--- src/rtl/q2_lcd_ctrl.sv ---
// HD44780-style character LCD controller: CPU write FIFO, power-on init
// sequence and setup/pulse/hold/settle timing for every LCD bus cycle.
module q2_lcd_ctrl #(
  parameter int SETUP_CYC    = 2,
  parameter int PULSE_CYC    = 4,
  parameter int HOLD_CYC     = 2,
  parameter int WAIT_CYC     = 40,
  parameter int CLR_WAIT_CYC = 1600,
  parameter int FIFO_DEPTH   = 4
) (
  input  logic        clk,
  input  logic        rst_n,
  input  logic        wr,
  input  logic [11:0] dbus,
  output logic        lcd_rs,
  output logic        lcd_rw,
  output logic        lcd_e,
  output logic [7:0]  lcd_d,
  output logic        full,
  output logic        busy,
  output logic        overflow
);

  localparam int M0   = (CLR_WAIT_CYC > WAIT_CYC) ? CLR_WAIT_CYC : WAIT_CYC;
  localparam int M1   = (M0 > PULSE_CYC) ? M0 : PULSE_CYC;
  localparam int M2   = (M1 > SETUP_CYC) ? M1 : SETUP_CYC;
  localparam int CMAX = (M2 > HOLD_CYC) ? M2 : HOLD_CYC;
  localparam int CW   = $clog2(CMAX + 1);
  localparam int AW   = $clog2(FIFO_DEPTH);

  localparam logic [AW:0] DEPTH_V = (AW+1)'(FIFO_DEPTH);
  localparam logic [AW:0] CNT_ONE = (AW+1)'(1);

  typedef enum logic [2:0] {
    S_INIT,
    S_IDLE,
    S_SETUP,
    S_PULSE,
    S_HOLD,
    S_WAIT
  } state_e;

  function automatic logic [7:0] init_byte(input logic [1:0] s);
    logic [7:0] b;
    case (s)
      2'd0:    b = 8'h38;
      2'd1:    b = 8'h0C;
      2'd2:    b = 8'h06;
      default: b = 8'h01;
    endcase
    return b;
  endfunction

  logic [1:0]    sync_q;
  logic          run;
  state_e        state_q, state_d;
  logic [CW-1:0] cnt_q, cnt_d;
  logic [2:0]    step_q, step_d;
  logic          rs_q, rs_d;
  logic [7:0]    d_q, d_d;
  logic          e_q, e_d;
  logic          full_q, full_d;
  logic          busy_q, busy_d;
  logic          ovf_q, ovf_d;
  logic [AW-1:0] wptr_q, wptr_d;
  logic [AW-1:0] rptr_q, rptr_d;
  logic [AW:0]   count_q, count_d;
  logic [8:0]    mem_q [FIFO_DEPTH];
  logic [8:0]    head;
  logic          pop, push;
  logic          keep, xrs;
  logic [7:0]    xd;
  logic          unused_hi;

  assign unused_hi = ^dbus[11:9];
  assign run       = sync_q[1];
  assign head      = mem_q[rptr_q];

  always_comb begin
    keep = 1'b1;
    xrs  = 1'b1;
    xd   = head[7:0];
    unique case (1'b1)
      !head[8]: begin
        xrs = 1'b1;
        if (head[7:0] < 8'h20 || head[7:0] > 8'h7E) xd = 8'h3F;
      end
      head[8] && head[7]: begin
        xrs = 1'b0;
        xd  = {1'b1, head[6:0]};
      end
      head[8] && !head[7] && head[0]: begin
        xrs = 1'b0;
        xd  = 8'h01;
      end
      default: keep = 1'b0;
    endcase
  end

  always_comb begin
    state_d = state_q;
    cnt_d   = cnt_q;
    step_d  = step_q;
    rs_d    = rs_q;
    d_d     = d_q;
    e_d     = e_q;
    pop     = 1'b0;
    if (run) begin
      unique case (state_q)
        S_INIT: begin
          d_d     = init_byte(step_q[1:0]);
          rs_d    = 1'b0;
          step_d  = step_q + 3'd1;
          cnt_d   = CW'(SETUP_CYC - 1);
          state_d = S_SETUP;
        end
        S_IDLE: begin
          if (count_q != '0) begin
            pop = 1'b1;
            if (keep) begin
              rs_d    = xrs;
              d_d     = xd;
              cnt_d   = CW'(SETUP_CYC - 1);
              state_d = S_SETUP;
            end
          end
        end
        S_SETUP: begin
          if (cnt_q == '0) begin
            e_d     = 1'b1;
            cnt_d   = CW'(PULSE_CYC - 1);
            state_d = S_PULSE;
          end else begin
            cnt_d = cnt_q - CW'(1);
          end
        end
        S_PULSE: begin
          if (cnt_q == '0) begin
            e_d     = 1'b0;
            cnt_d   = CW'(HOLD_CYC - 1);
            state_d = S_HOLD;
          end else begin
            cnt_d = cnt_q - CW'(1);
          end
        end
        S_HOLD: begin
          if (cnt_q == '0) begin
            // A clear instruction needs the long settle time.
            if (!rs_q && d_q == 8'h01) cnt_d = CW'(CLR_WAIT_CYC - 1);
            else                       cnt_d = CW'(WAIT_CYC - 1);
            state_d = S_WAIT;
          end else begin
            cnt_d = cnt_q - CW'(1);
          end
        end
        S_WAIT: begin
          if (cnt_q == '0) begin
            state_d = (step_q == 3'd4) ? S_IDLE : S_INIT;
          end else begin
            cnt_d = cnt_q - CW'(1);
          end
        end
        default: state_d = S_INIT;
      endcase
    end
  end

  always_comb begin
    push    = run && wr && ((count_q != DEPTH_V) || pop);
    ovf_d   = ovf_q || (run && wr && !push);
    wptr_d  = push ? wptr_q + AW'(1) : wptr_q;
    rptr_d  = pop ? rptr_q + AW'(1) : rptr_q;
    count_d = count_q;
    unique case ({push, pop})
      2'b10:   count_d = count_q + CNT_ONE;
      2'b01:   count_d = count_q - CNT_ONE;
      default: count_d = count_q;
    endcase
    full_d = (count_d == DEPTH_V);
    busy_d = (state_d != S_IDLE) || (count_d != '0);
  end

  always_ff @(posedge clk or negedge rst_n) begin
    if (!rst_n) begin
      sync_q  <= 2'b00;
      state_q <= S_INIT;
      cnt_q   <= '0;
      step_q  <= 3'd0;
      rs_q    <= 1'b0;
      d_q     <= 8'h00;
      e_q     <= 1'b0;
      full_q  <= 1'b0;
      busy_q  <= 1'b1;
      ovf_q   <= 1'b0;
      wptr_q  <= '0;
      rptr_q  <= '0;
      count_q <= '0;
    end else begin
      sync_q  <= {sync_q[0], 1'b1};
      state_q <= state_d;
      cnt_q   <= cnt_d;
      step_q  <= step_d;
      rs_q    <= rs_d;
      d_q     <= d_d;
      e_q     <= e_d;
      full_q  <= full_d;
      busy_q  <= busy_d;
      ovf_q   <= ovf_d;
      wptr_q  <= wptr_d;
      rptr_q  <= rptr_d;
      count_q <= count_d;
    end
  end

  always_ff @(posedge clk) begin
    if (push) mem_q[wptr_q] <= dbus[8:0];
  end

  assign lcd_rs   = rs_q;
  assign lcd_rw   = 1'b0;
  assign lcd_e    = e_q;
  assign lcd_d    = d_q;
  assign full     = full_q;
  assign busy     = busy_q;
  assign overflow = ovf_q;

endmodule

--- config.mk ---
export PLATFORM = sky130hd
export DESIGN_NAME = q2_lcd_ctrl
export DESIGN_NICKNAME = d
export VERILOG_FILES = /design/src/rtl/q2_lcd_ctrl.sv
export SDC_FILE = /design/constraint.sdc
export NUM_CORES = 1
export LEC_CHECK = 0
export ABC_AREA = 1
export BUFFER_PORTS_ARGS = -buffer_cell sky130_fd_sc_hd__clkbuf_2
export CAP_MARGIN = 20
export CORE_MARGIN = 2
export CORE_UTILIZATION = 55
export DETAILED_ROUTE_END_ITERATION = 7
export PLACE_DENSITY = 0.82
export SLEW_MARGIN = 40
export SYNTH_ARGS = -nofsm -noshare
export SYNTH_HDL_FRONTEND = slang
export SYNTH_SLANG_ARGS = --single-unit
--- constraint.sdc ---
create_clock -name clk -period 2.7 [get_ports clk]
set_clock_uncertainty 0.2 [all_clocks]
set_input_delay 0.405 -clock clk [delete_from_list [all_inputs] [get_ports clk]]
set_output_delay 0.405 -clock clk [all_outputs]
set_load 0.01 [all_outputs]
---- Word level (Yosys, flattened, before mapping) ----
Memories as Yosys holds them, arrays and structs flattened.
Index checks and enable logic that the tools add are counted.
Widths: inputs -> output; s select.
word-level totals
  flip-flop bits (word level) ............. 39
  bits in writable memories ............... 36
  input port bits ......................... 15
  output and inout port bits .............. 14
  word-level logic and storage cells ...... 108
  memories kept ........................... 1
memories
  name   words  width  rd ports  clocked after memory_dff  wr ports  line  RTL
  mem_q  4      9      1         0                         1         68    logic [8:0] mem_q [FIFO_DEPTH];
cells by class
  $add $sub $neg .......................... 6
  magnitude comparators ................... 2
  eq/ne operators ......................... 19
  multiplexer cells ....................... 38
  reduce and logical (&&, ||, !) cells .... 29
operators by type and width
  operator               count
  $mux 11                7
  $pmux 11 s6            1
  $mux 8                 4
  $pmux 8 s3             1
  $mux 3                 7
  $pmux 3 s6             1
  $pmux 6 s3             1
  $pmux 8 s2             1
  $eq 3x3->1 const B     4
  $mux 1                 12
  $logic_not 11->1       1
  $sub 11x1->11 const B  1
  $ne 2x2->1 const B     5
  $eq 8x1->1 const B     1
  $gt 8x7->1 const B     1
  $lt 8x6->1 const B     1
  $reduce_and 4->1       2
  $logic_and 1x1->1      7
  $add 3x1->3 const B    2
  $eq 3x2->1 const B     2
  $pmux 3 s2             1
  $reduce_bool 3->1      2
  $reduce_bool 6->1      1
  $reduce_and 5->1       1
  16 further kinds       27

---- Depth between registers and ports, before layout ----
Gate-level depths: netlist (run 1).
An unclocked memory read counts as a cell.
  depth after elaboration ................. 12
  mapped depth ............................ 20

---- Least setup slack after synthesis (run 1) ----
No wires, ideal clock.
  path kind ............................... reg2reg
  start point ............................. reg state_q[0]
  end point ............................... reg busy_q, in the netlist busy
  setup time .............................. 0.076 ns
  arrival time ............................ 2.517 ns
  data required time ...................... 2.424 ns
  slack ................................... -0.094 ns
  cell stages (with the launch flop) ...... 18
  clock period less this slack ............ 2.794 ns
  path through ............................ dfrtp_1 -> buf_2 -> inv_1 -> nor2_4 -> nand2_1 -> inv_2 -> nand2_2 -> nand3_2 -> nand3_4 -> ha_1 -> inv_1 -> fa_1 -> o21ai_0 -> or2_2 -> nor2_1 -> nand3_1 -> nor2_1 -> nand2_1
on the way
  word-level cells in the longest chain between the ends .. 9
  elaborated cells on any way between the ends .. 24
RTL lines
  item                                             line  RTL
  start: declaration                               56    state_e state_q, state_d;
  start signal: assignment                         200   state_q <= state_d;
  $eq 3x1->1 (*)                                   109   unique case (state_q)
  $mux 1 (*)                                       109
  $mux 1 (*)                                       108   if (run) begin
  $logic_or 1x1->1                                 169   push = run && wr && ((count_q != DEPTH_V) || pop);
  $logic_and 1x1->1                                169
  $eq 2x1->1 / $eq 2x2->1 (equally long branches)  174   unique case ({push, pop})
  $pmux 3 s2 (*)                                   174
  net count_d[1]                                   67    logic [AW:0] count_q, count_d;
  $reduce_bool 3->1 (*)                            180   busy_d = (state_d != S_IDLE) || (count_d != '0);
  $logic_or 1x1->1 (*)                             180
  net busy_d                                       63    logic busy_q, busy_d;
  end signal: assignment                           207   busy_q <= busy_d;
  end: declaration                                 63
Mark *: on every way through the listed nets, which the timed path passes. The rest lies on a longest branch.
A chain may end at the register's enable or synchronous reset.

---- Worst setup path in the final report (run 1) ----
  start point ............................. reg count_q[1]
  end point ............................... reg busy_q, in the netlist busy
on the way
  word-level cells in the longest chain between the ends .. 10
  elaborated cells on any way between the ends .. 18
RTL lines
  item                                             line  RTL
  start: declaration                               67
  start signal: assignment                         211   count_q <= count_d;
  $reduce_bool 3->1                                118   if (count_q != '0) begin
  $mux 1                                           118
  $mux 1                                           109
  $mux 1                                           108
  $logic_or 1x1->1                                 169
  $logic_and 1x1->1                                169
  $eq 2x1->1 / $eq 2x2->1 (equally long branches)  174
  $pmux 3 s2 (*)                                   174
  net count_d[1]                                   67
  $reduce_bool 3->1 (*)                            180
  $logic_or 1x1->1 (*)                             180
  net busy_d                                       63
Marked as above.

==> results.yml, run 1 <==
global_route:
  grt_pass1_vias: 3150
  grt_overflow: 0
  grt_first_pass_wirelength_um: 13800
  antenna_found_initial: 0
  track_usage_pct: 21.2
  grt_max_degree: 21
final_layout:
  instances_no_fill: 655
  fin_area_um2: 4750
  num_antenna_cells: 0
  syn2layout_area_growth_pct: 15.0
  drive_above_1_share_pct: 19.1
  nets: 579
clock_network:
  cts_inserted_buffers: 9
  cts-root-buf: "clkbuf_8"
  htreeDepth: 3
  cts.reportedPaths.clkPinSlew_ns: 0.09
  cts_sinks: 75
  clock_latency_ns: 0.37
  clockBufferDepth: 2
  cts_tree: "yes"
placed_design:
  dp.cells: 630
  hpwl_um: 5860
  post_dp_cell_area_um2: 4430
  globalplace.congestion: 0.880
  port_buffers: 24
setup_path:
  r2r-start: "count_q[1]"
  start_kind: "register"
  critical_path_class: "reg2reg"
  cp-end-kind: "register"
  crit_start: "count_q[1]"
  crit_arrival_ns: 2.69
  critPathMaxFanout: 3
  critPathRequiredTime_ns: 2.79
timing:
  rsz0062_at_grt: "true"
  maxSlewViolCount: 0
  fin_hold_ws_ns: 0.0532
  hold_viol_final: 0
  finalSetupViolations: 0
  relSlewSlack_pct: 66.1
  worstMarginPinSlew_ns: 0.508
  fin_crit_ns: 2.59
  finalCritPeriodShare_pct: 96.1
  fmax_mhz: 385
pwr:
  ir_drop_mv: 0.445
  switching_share_pct: 44.8
  clockPowerShare_pct: 17.4
  leakage_uw: 0.00239
  switchingPower_uw: 2240
  p_int_uw: 2760
  pwr-share-comb_pct: 48.3
  p_seq_share_pct: 34.3
  cellPowerDensity_nw_per_um2: 1050
logic_synthesis:
  ys_warn_count: 0
  syn_nets: 528
  syn_avg_cell_area_um2: 8.26
  synthCells: 500
  synth_cell_type_count: 36
  ys_seq_area_share_pct: 49.8
  ys_ff_latch: 75
  syn_area_um2: 4130
detailed_routing:
  drcViolationCount: 0
  drtIter0Drc: 129
  vias: 3251
  viasPerCell: 4.96
  avgRoutedWirePerCell_um: 12.6
  drt_pre_antenna_iters: 4
  ant_nets: 0
  routed_wl_um: 8230
flow_run:
  drv_cap: 0
floorplanning:
  start_util_pct: 57.0
  die_w_um: 90.7
  io_pins: 29
  rows: 31
  die-area_um2: 8220
  fp.dieH_um: 90.7
  core_area_um2: 7250
hold_path:
  min_from: "dbus[7]"
  hold_class: "in2reg"
outcome:
  status: "completed"
layer usage:
layer | up-vias | GRT usage, % | part of all wire (%)
met5 | - | 0 | 0
met4 | 0 | 9.10 | 2.3
met3 | 18 | 4.09 | 4.9
met2 | 80 | 37.2 | 51
met1 | 1476 | 25.3 | 42
li1 | 1677 | - | -
sequential cells by signal, summed over array words and instances, names as in the netlist:
signal,flops
full,1
cnt_q,11
step_q,3
rptr_q,2
sync_q,2
overflow,1
lcd_d,8
lcd_rs,1
wptr_q,2
mem_q,36
count_q,3
busy,1
lcd_e,1
state_q,3
cell type report:
class                           instances  area (um^2)
Fill cell                             584         2500
Sequential cell                        75         2060
Timing Repair Buffer                   51          325
Inverter                               70          270
Clock buffer                            9          124
Clock inverter                          7         78.8
Tap cell                               99          124
Multi-Input combinational cell        344         1770
metrics by stage:
step	total power (uW)	setup WS (ns)	utilization, %	setup TNS [ns]
finish	5000	0.105	65.5	0
global route	5420	-0.0541	65.5	-0.0541
CTS	4910	0.0147	64.5	0
detailed placement	3990	-0.0456	61.1	-0.0456
global placement	3900	0.0416	61.1	0
floorplan	3460	0.00969	-	0
cell usage in the layout, fill, tap and decap left out, types with 3 or more instances in the layout:
cell,count
o21bai_1,3
nor2_1,49
nand2_1,171
nor2_4,3
inv_1,61
xor2_1,9
nand2_4,3
a21oi_1,9
nand3_2,4
nand3_1,31
inv_6,3
o21ai_0,12
dfrtp_1,38
xnor2_1,3
inv_2,6
nand4_1,4
buf_4,26
edfxtp_1,36
ha_1,11
nand2_2,6
clkbuf_2,24
clkbuf_8,9
o21ai_2,5
inv_4,3
cell usage after synthesis:
cell | number | area, um^2
ha_1 | 12 | 150
buf_6 | 5 | 56.3
a21oi_1 | 10 | 50.1
dfrtp_1 | 38 | 951
o21ai_0 | 13 | 65.1
nand2_1 | 171 | 642
nor2_4 | 2 | 22.5
dfstp_2 | 1 | 26.3
nand2_2 | 7 | 43.8
o211ai_1 | 1 | 7.51
conb_1 | 2 | 7.51
o21ai_1 | 2 | 10.0
buf_4 | 1 | 7.51
xor2_1 | 9 | 78.8
nand3_4 | 1 | 17.5
fa_1 | 1 | 20.0
edfxtp_1 | 36 | 1080
nand2_4 | 2 | 22.5
nor2_1 | 52 | 195
inv_2 | 4 | 15.0
inv_4 | 1 | 6.26
nand3_1 | 31 | 155
o31ai_1 | 1 | 7.51
nand4_1 | 4 | 25.0
buf_2 | 5 | 25.0
xnor2_1 | 3 | 26.3
nand3_2 | 5 | 50.1
o21bai_1 | 3 | 22.5
nand2_8 | 1 | 20.0
nand3b_1 | 1 | 7.51
nor3_1 | 2 | 10.0
o21ai_2 | 4 | 35.0
nor4_1 | 1 | 6.26
or2_2 | 1 | 6.26
o21a_1 | 2 | 15.0
inv_1 | 65 | 244
power by group through the flow:
stage	clock (uW)	sequential [uW]	combinational [uW]
2_1_floorplan	0	1690	1770
3_3_place_gp	0	1720	2180
3_5_place_dp	0	1730	2250
4_1_cts	880	1710	2320
5_1_grt	923	1740	2760
6_report	868	1720	2420
critical path, cell delays in order (launching register included):
cell	delay, ns
dfrtp_1	0.41
nor2_2	0.13
nand2_1	0.08
nand2_1	0.08
inv_2	0.05
nand2_4	0.07
nand3_4	0.09
nand3_4	0.08
ha_4	0.15
inv_4	0.04
fa_2	0.57
o21ai_2	0.06
or2_4	0.24
nor2_2	0.07
nand3_1	0.07
nor2_1	0.09
nand2_1	0.05
cell families (layout without fill, tap and decap cells):
family          after synthesis  count (layout)  share of synthesized area [%]
simple gates                281             281                           29.6
buf+inv                      81             137                           8.57
flops                        75              75                           49.8
compound gates               36              36                           5.15
fa+ha+maj                    13              13                           4.12
xor+xnor                     12              12                           2.54
other cells                   2               2                          0.182
worst paths after layout:
check,slack [ns],cells past startpoint,end
max,0.11,16,busy
min,0.05,1,mem_q[2][7]
max reg2reg,0.11,16,busy
min reg2reg,0.16,0,sync_q[1]
max in group asynchronous,1.38,3,busy
min in group asynchronous,0.27,2,lcd_d[1]
timing repair:
action,4_1_cts,5_1_grt
endpoints found under the setup margin,1,1
endpoints found under the hold margin,14,0
hold buffers,1,0
setup buffers,2,6
pin swaps,1,14
gates resized for setup,4,10
(Power assumes the default switching activity.)
==> run 2: changes to the inputs <==
GPL_ROUTABILITY_DRIVEN = 1   (was default)
REMOVE_ABC_BUFFERS = 1   (was default)
SKIP_CTS_REPAIR_TIMING = 1   (was default)
==> run 2 against run 1 <==
  * Power decreased by 0.39%
  * Combinational power about the same
  * Core utilization decreased by 0.28 points
  * Sequential cell count unchanged
  * Clock-buffer cell count unchanged
  * Sequential power decreased by 2%
  * Critical endpoint unchanged
  * Highest routed layer unchanged
==> results.yml, run 2 (same netlist as run 1, synthesis figures left out) <==
final_layout:
  largest_reg_flops: 36
  fin_area_um2: 4730
  final_common_cell: "nand2_1"
  syn2layout_area_growth_pct: 14.5
  fillers: 607
  final_core_util_pct: 65.2
  num_antenna_cells: 0
  drive_above_1_share_pct: 18.4
  final_cell_mix: "nand2_1, inv_1, nor2_1, dfrtp_1, edfxtp_1"
  nets: 577
  regMostFlops: "mem_q"
floorplanning:
  core_area_um2: 7250
  fp.dieH_um: 90.7
  rows: 31
  io_pins: 29
  start_util_pct: 57.0
  die-area_um2: 8220
  die_w_um: 90.7
placed_design:
  port_buffers: 24
  post_dp_cell_area_um2: 4440
  globalplace.congestion: 0.915
  hpwl_um: 5900
global_route:
  grt_overflow: 0
  track_usage_pct: 21.1
  grt_pass1_vias: 3173
  grt_first_pass_wirelength_um: 13800
  antenna_found_initial: 0
  grt_max_degree: 21
setup_path:
  critical_path_class: "reg2reg"
  worst_r2r_path_depth: 16
  start_kind: "register"
  crit_arrival_ns: 2.67
  critPathRequiredTime_ns: 2.79
  cp-end-kind: "register"
  critPathMaxFanout: 3
timing:
  hold_viol_final: 0
  fin_hold_ws_ns: 0.0572
  finalCritPeriodShare_pct: 95.5
  tns_ns: 0
  fin_crit_ns: 2.58
  finalSetupViolations: 0
  maxSlewViolCount: 0
  fmax_mhz: 388
clock_network:
  cts.reportedPaths.clkPinSlew_ns: 0.08
  cts_tree: "yes"
  clockBufferDepth: 2
  cts_inserted_buffers: 9
  clock_latency_ns: 0.36
  cts-root-buf: "clkbuf_8"
  cts_sinks: 75
  htreeDepth: 3
detailed_routing:
  viasPerCell: 4.98
  drtIter0Drc: 136
  routed_wl_um: 8140
  drt_pre_antenna_iters: 5
  ant_nets: 0
  vias: 3250
  drcViolationCount: 0
  avgRoutedWirePerCell_um: 12.5
outcome:
  status: "completed"
pwr:
  p_int_uw: 2810
  switchingPower_uw: 2170
  pwr-share-comb_pct: 48.0
  ir_drop_mv: 0.441
  clockPowerShare_pct: 18.2
  switching_share_pct: 43.5
  cellPowerDensity_nw_per_um2: 1050
  leakage_uw: 0.00238
  p_seq_share_pct: 33.8
flow_run:
  drv_cap: 0
hold_path:
  hold_class: "in2reg"
  hold_depth: 1
==> run 2: cell count changes in the layout (fill, tap and decap cells not counted), sizes merged <==
cell    previous run  this run
buf               26        24
bufinv             0         1
inv               74        73
==> run 2: worst paths after layout <==
| path | start | to | slack [ns] |
|---|---|---|---|
| worst min register to register | sync_q[0] | sync_q[1] | 0.20 |
| worst min-delay path | dbus[2] | mem_q[0][2] | 0.06 |
| min in group asynchronous | rst_n | cnt_q[9] | 0.32 |
| max in group asynchronous | rst_n | busy | 1.32 |
| worst max register to register | state_q[1] | busy | 0.12 |
| worst max-delay path | state_q[1] | busy | 0.12 |
==> run 2: layout make-up <==
class | instances | area (um^2) | share of cell area (%)
well taps | 99 | 124 | 2.62
multi-input cells | 344 | 1760 | 37.3
flip-flops and latches | 75 | 2060 | 43.5
clock inverters | 7 | 83.8 | 1.77
clock buffers | 9 | 124 | 2.62
inverters | 70 | 265 | 5.61
repair buffers | 49 | 310 | 6.56
==> run 2: stage by stage <==
step / power, uW / setup WS [ns] / instances
after floorplan: 3360 / -0.0512 / 489
after global placement: 3910 / 0.0453 / 633
after detailed placement: 4010 / -0.0707 / 633
after CTS: 4920 / -0.0700 / 649
after global routing: 5420 / -0.0296 / 653
final: 4980 / 0.122 / 653
==> run 2: per-layer routing <==
| layer | GRT usage [%] | wire length [um] | vias up |
|---|---|---|---|
| met2 | 37.6 | 4240 | 68 |
| met4 | 10.6 | 191 | 0 |
| li1 | - | - | 1669 |
| met5 | 0 | 0 | - |
| met3 | 3.59 | 308 | 16 |
| met1 | 24.4 | 3410 | 1497 |
==> run 2: power by group through the flow <==
stage / Combinational [uW] / Clock [uW] / Sequential (uW)
after floorplan: 1630 / 0 / 1740
after global placement: 2230 / 0 / 1680
after detailed placement: 2310 / 0 / 1700
after CTS: 2320 / 922 / 1680
after global routing: 2730 / 975 / 1720
final: 2390 / 906 / 1680
==> run 2: critical path: stages (launching register included) <==
cell and delay (ns):
dfrtp_1 0.40, nor2_2 0.14, inv_2 0.06, nor2_4 0.08
nand2_1 0.07, inv_2 0.08, nand2_4 0.06, inv_1 0.10
ha_4 0.15, inv_2 0.05, fa_2 0.54, o21ai_2 0.06
or2_4 0.23, nor2_2 0.08, nand3_1 0.07, nor2_1 0.08
nand2_1 0.06
==> run 3: changes to the inputs <==
--- a/config.mk
+++ b/config.mk
@@ -16,2 +16,3 @@
 export REMOVE_ABC_BUFFERS = 1
+export SETUP_SLACK_MARGIN = 0.2
 export SKIP_CTS_REPAIR_TIMING = 1
==> constraint.sdc (replaced) <==
create_clock -name clk -period 2.7 [get_ports clk]
set_clock_uncertainty 0.2 [all_clocks]
set_input_delay 0.54 -clock clk [delete_from_list [all_inputs] [get_ports clk]]
set_output_delay 0.54 -clock clk [all_outputs]
set_load 0.01 [all_outputs]
==> run 3 against run 2 <==
  * Global-route usage up 0.40 points
  * Via count up 0.89%
  * Setup slack better by 0.017 ns
  * Clock power down 13%
  * Sequential share of layout area about the same
  * Die area unchanged
  * Design area about the same
  * Critical path depth unchanged
  * Power down 1.1%
==> results.yml, run 3 (same netlist as run 1, synthesis figures left out) <==
floorplanning:
  die-area_um2: 8220
  io_pins: 29
  die_w_um: 90.7
  fp.dieH_um: 90.7
  rows: 31
  core_area_um2: 7250
  start_util_pct: 57.0
setup_path:
  r2r_end: "busy"
  critPathMaxFanout: 3
  worst_r2r_path_depth: 16
  cp-end-kind: "register"
  crit_top_cell: "inv_2"
  path_cells: "nor2_2 -> inv_2 -> nor2_4 -> nand2_2 -> inv_2 -> nand2_4 -> inv_2 -> ha_4 -> inv_2 -> fa_2 -> o21ai_2 -> or2_4 -> nor2_2 -> nand3_1 -> nor2_1 -> nand2_1"
  cpMaxStageDelayCell: "fa_2"
  slowest_delay_ns: 0.53
  critical_path_class: "reg2reg"
  r2r-start: "state_q[1]"
  crit_arrival_ns: 2.65
  start_kind: "register"
  critPathRequiredTime_ns: 2.79
  r2r_slack_ns: 0.14
final_layout:
  multi_input_comb_area_um2: 1780
  seq_area_um2: 2060
  final_core_util_pct: 65.3
  regMostFlops: "mem_q"
  fillers: 625
  final_common_cell: "nand2_1"
  drive_above_1_share_pct: 19.4
  syn2layout_area_growth_pct: 14.6
  largest_reg_flops: 36
  fin_area_um2: 4730
  final_cell_mix: "nand2_1, inv_1, nor2_1, dfrtp_1, edfxtp_1"
  nets: 580
  num_antenna_cells: 0
clock_network:
  cts-root-buf: "clkbuf_8"
  cts_inserted_buffers: 9
  clock_latency_ns: 0.36
  htreeDepth: 3
  cts_sinks: 75
  cts_tree: "yes"
  cts.reportedPaths.clkPinSlew_ns: 0.08
  clockBufferDepth: 2
outcome:
  status: "completed"
detailed_routing:
  routed_wl_um: 8260
  viasPerCell: 5.00
  drt-met1-wl_um: 3450
  drtIter0Drc: 178
  top_layer: "met4"
  avgRoutedWirePerCell_um: 12.6
  dr_wl_met3_um: 348
  drcViolationCount: 0
  vias: 3279
  drt_pre_antenna_iters: 8
  wl_met2_um: 4320
  ant_nets: 0
timing:
  fin_hold_ws_ns: 0.160
  maxSlewViolCount: 0
  rsz0062_at_grt: "true"
  finalCritPeriodShare_pct: 94.9
  fin_crit_ns: 2.56
  relSlewSlack_pct: 58.8
  fmax_mhz: 390
  finalSetupViolations: 0
  worstMarginPinSlew_ns: 0.619
  tns_ns: 0
  hold_viol_final: 0
hold_path:
  min_from: "sync_q[0]"
  min_to: "sync_q[1]"
  hold_class: "reg2reg"
  hold_depth: 0
placed_design:
  post_dp_cell_area_um2: 4440
  hpwl_um: 5940
  port_buffers: 24
  globalplace.congestion: 0.911
flow_run:
  drv_cap: 0
pwr:
  total_power_uw: 4930
  leakage_uw: 0.00238
  ir_drop_mv: 0.439
  cellPowerDensity_nw_per_um2: 1040
global_route:
  grt_overflow: 0
  grt_pass1_vias: 3102
  antenna_found_initial: 0
  grt_max_degree: 25
  grt_first_pass_wirelength_um: 13800
  track_usage_pct: 21.5
## run 3: stage by stage
stage | worst slack (ns) | cells
after floorplan | -0.0512 | 489
after global placement | 0.0307 | 632
after detailed placement | -0.0929 | 632
after CTS | -0.107 | 648
after global routing | -0.0672 | 656
final | 0.138 | 656
## run 3: worst max-delay path by stage
stage,startpoint,to,slack [ns]
after floorplan,state_q[0],busy,-0.05
after global placement,count_q[1],busy,0.03
after detailed placement,count_q[1],busy,-0.09
after CTS,count_q[1],busy,-0.11
after global routing,state_q[1],busy,-0.07
final,state_q[1],busy,0.14
## run 3: cell type report
cell class                 count  share of cell area (%)
multi-input combinational    344                    37.5
timing repair buffer          52                    7.03
inverter                      70                    5.60
sequential                    75                    43.5
clock buffer                  10                    2.70
clock inverter                 6                    1.03
tap                           99                    2.62
## run 3: critical path, delay by kind of cell (launching register included)
family	cells	cell delay [ns]
flip-flops	1	0.40
AO/OA/AOI/OAI	1	0.07
AND/OR/NAND/NOR	9	0.90
adder cells (fa/ha/maj)	2	0.66
buffers and inverters	4	0.26
## run 3: per-layer routing
metal / GRT usage (%) / vias up
met5: 0 / -
met4: 9.87 / 0
met3: 5.09 / 12
met2: 37.5 / 71
met1: 25.1 / 1530
li1: - / 1666
## run 3: report_power, final
| part | internal [uW] | total [uW] | switching [uW] |
|---|---|---|---|
| Combinational | 917 | 2460 | 1540 |
| Sequential | 1480 | 1680 | 202 |
| Clock | 343 | 786 | 443 |
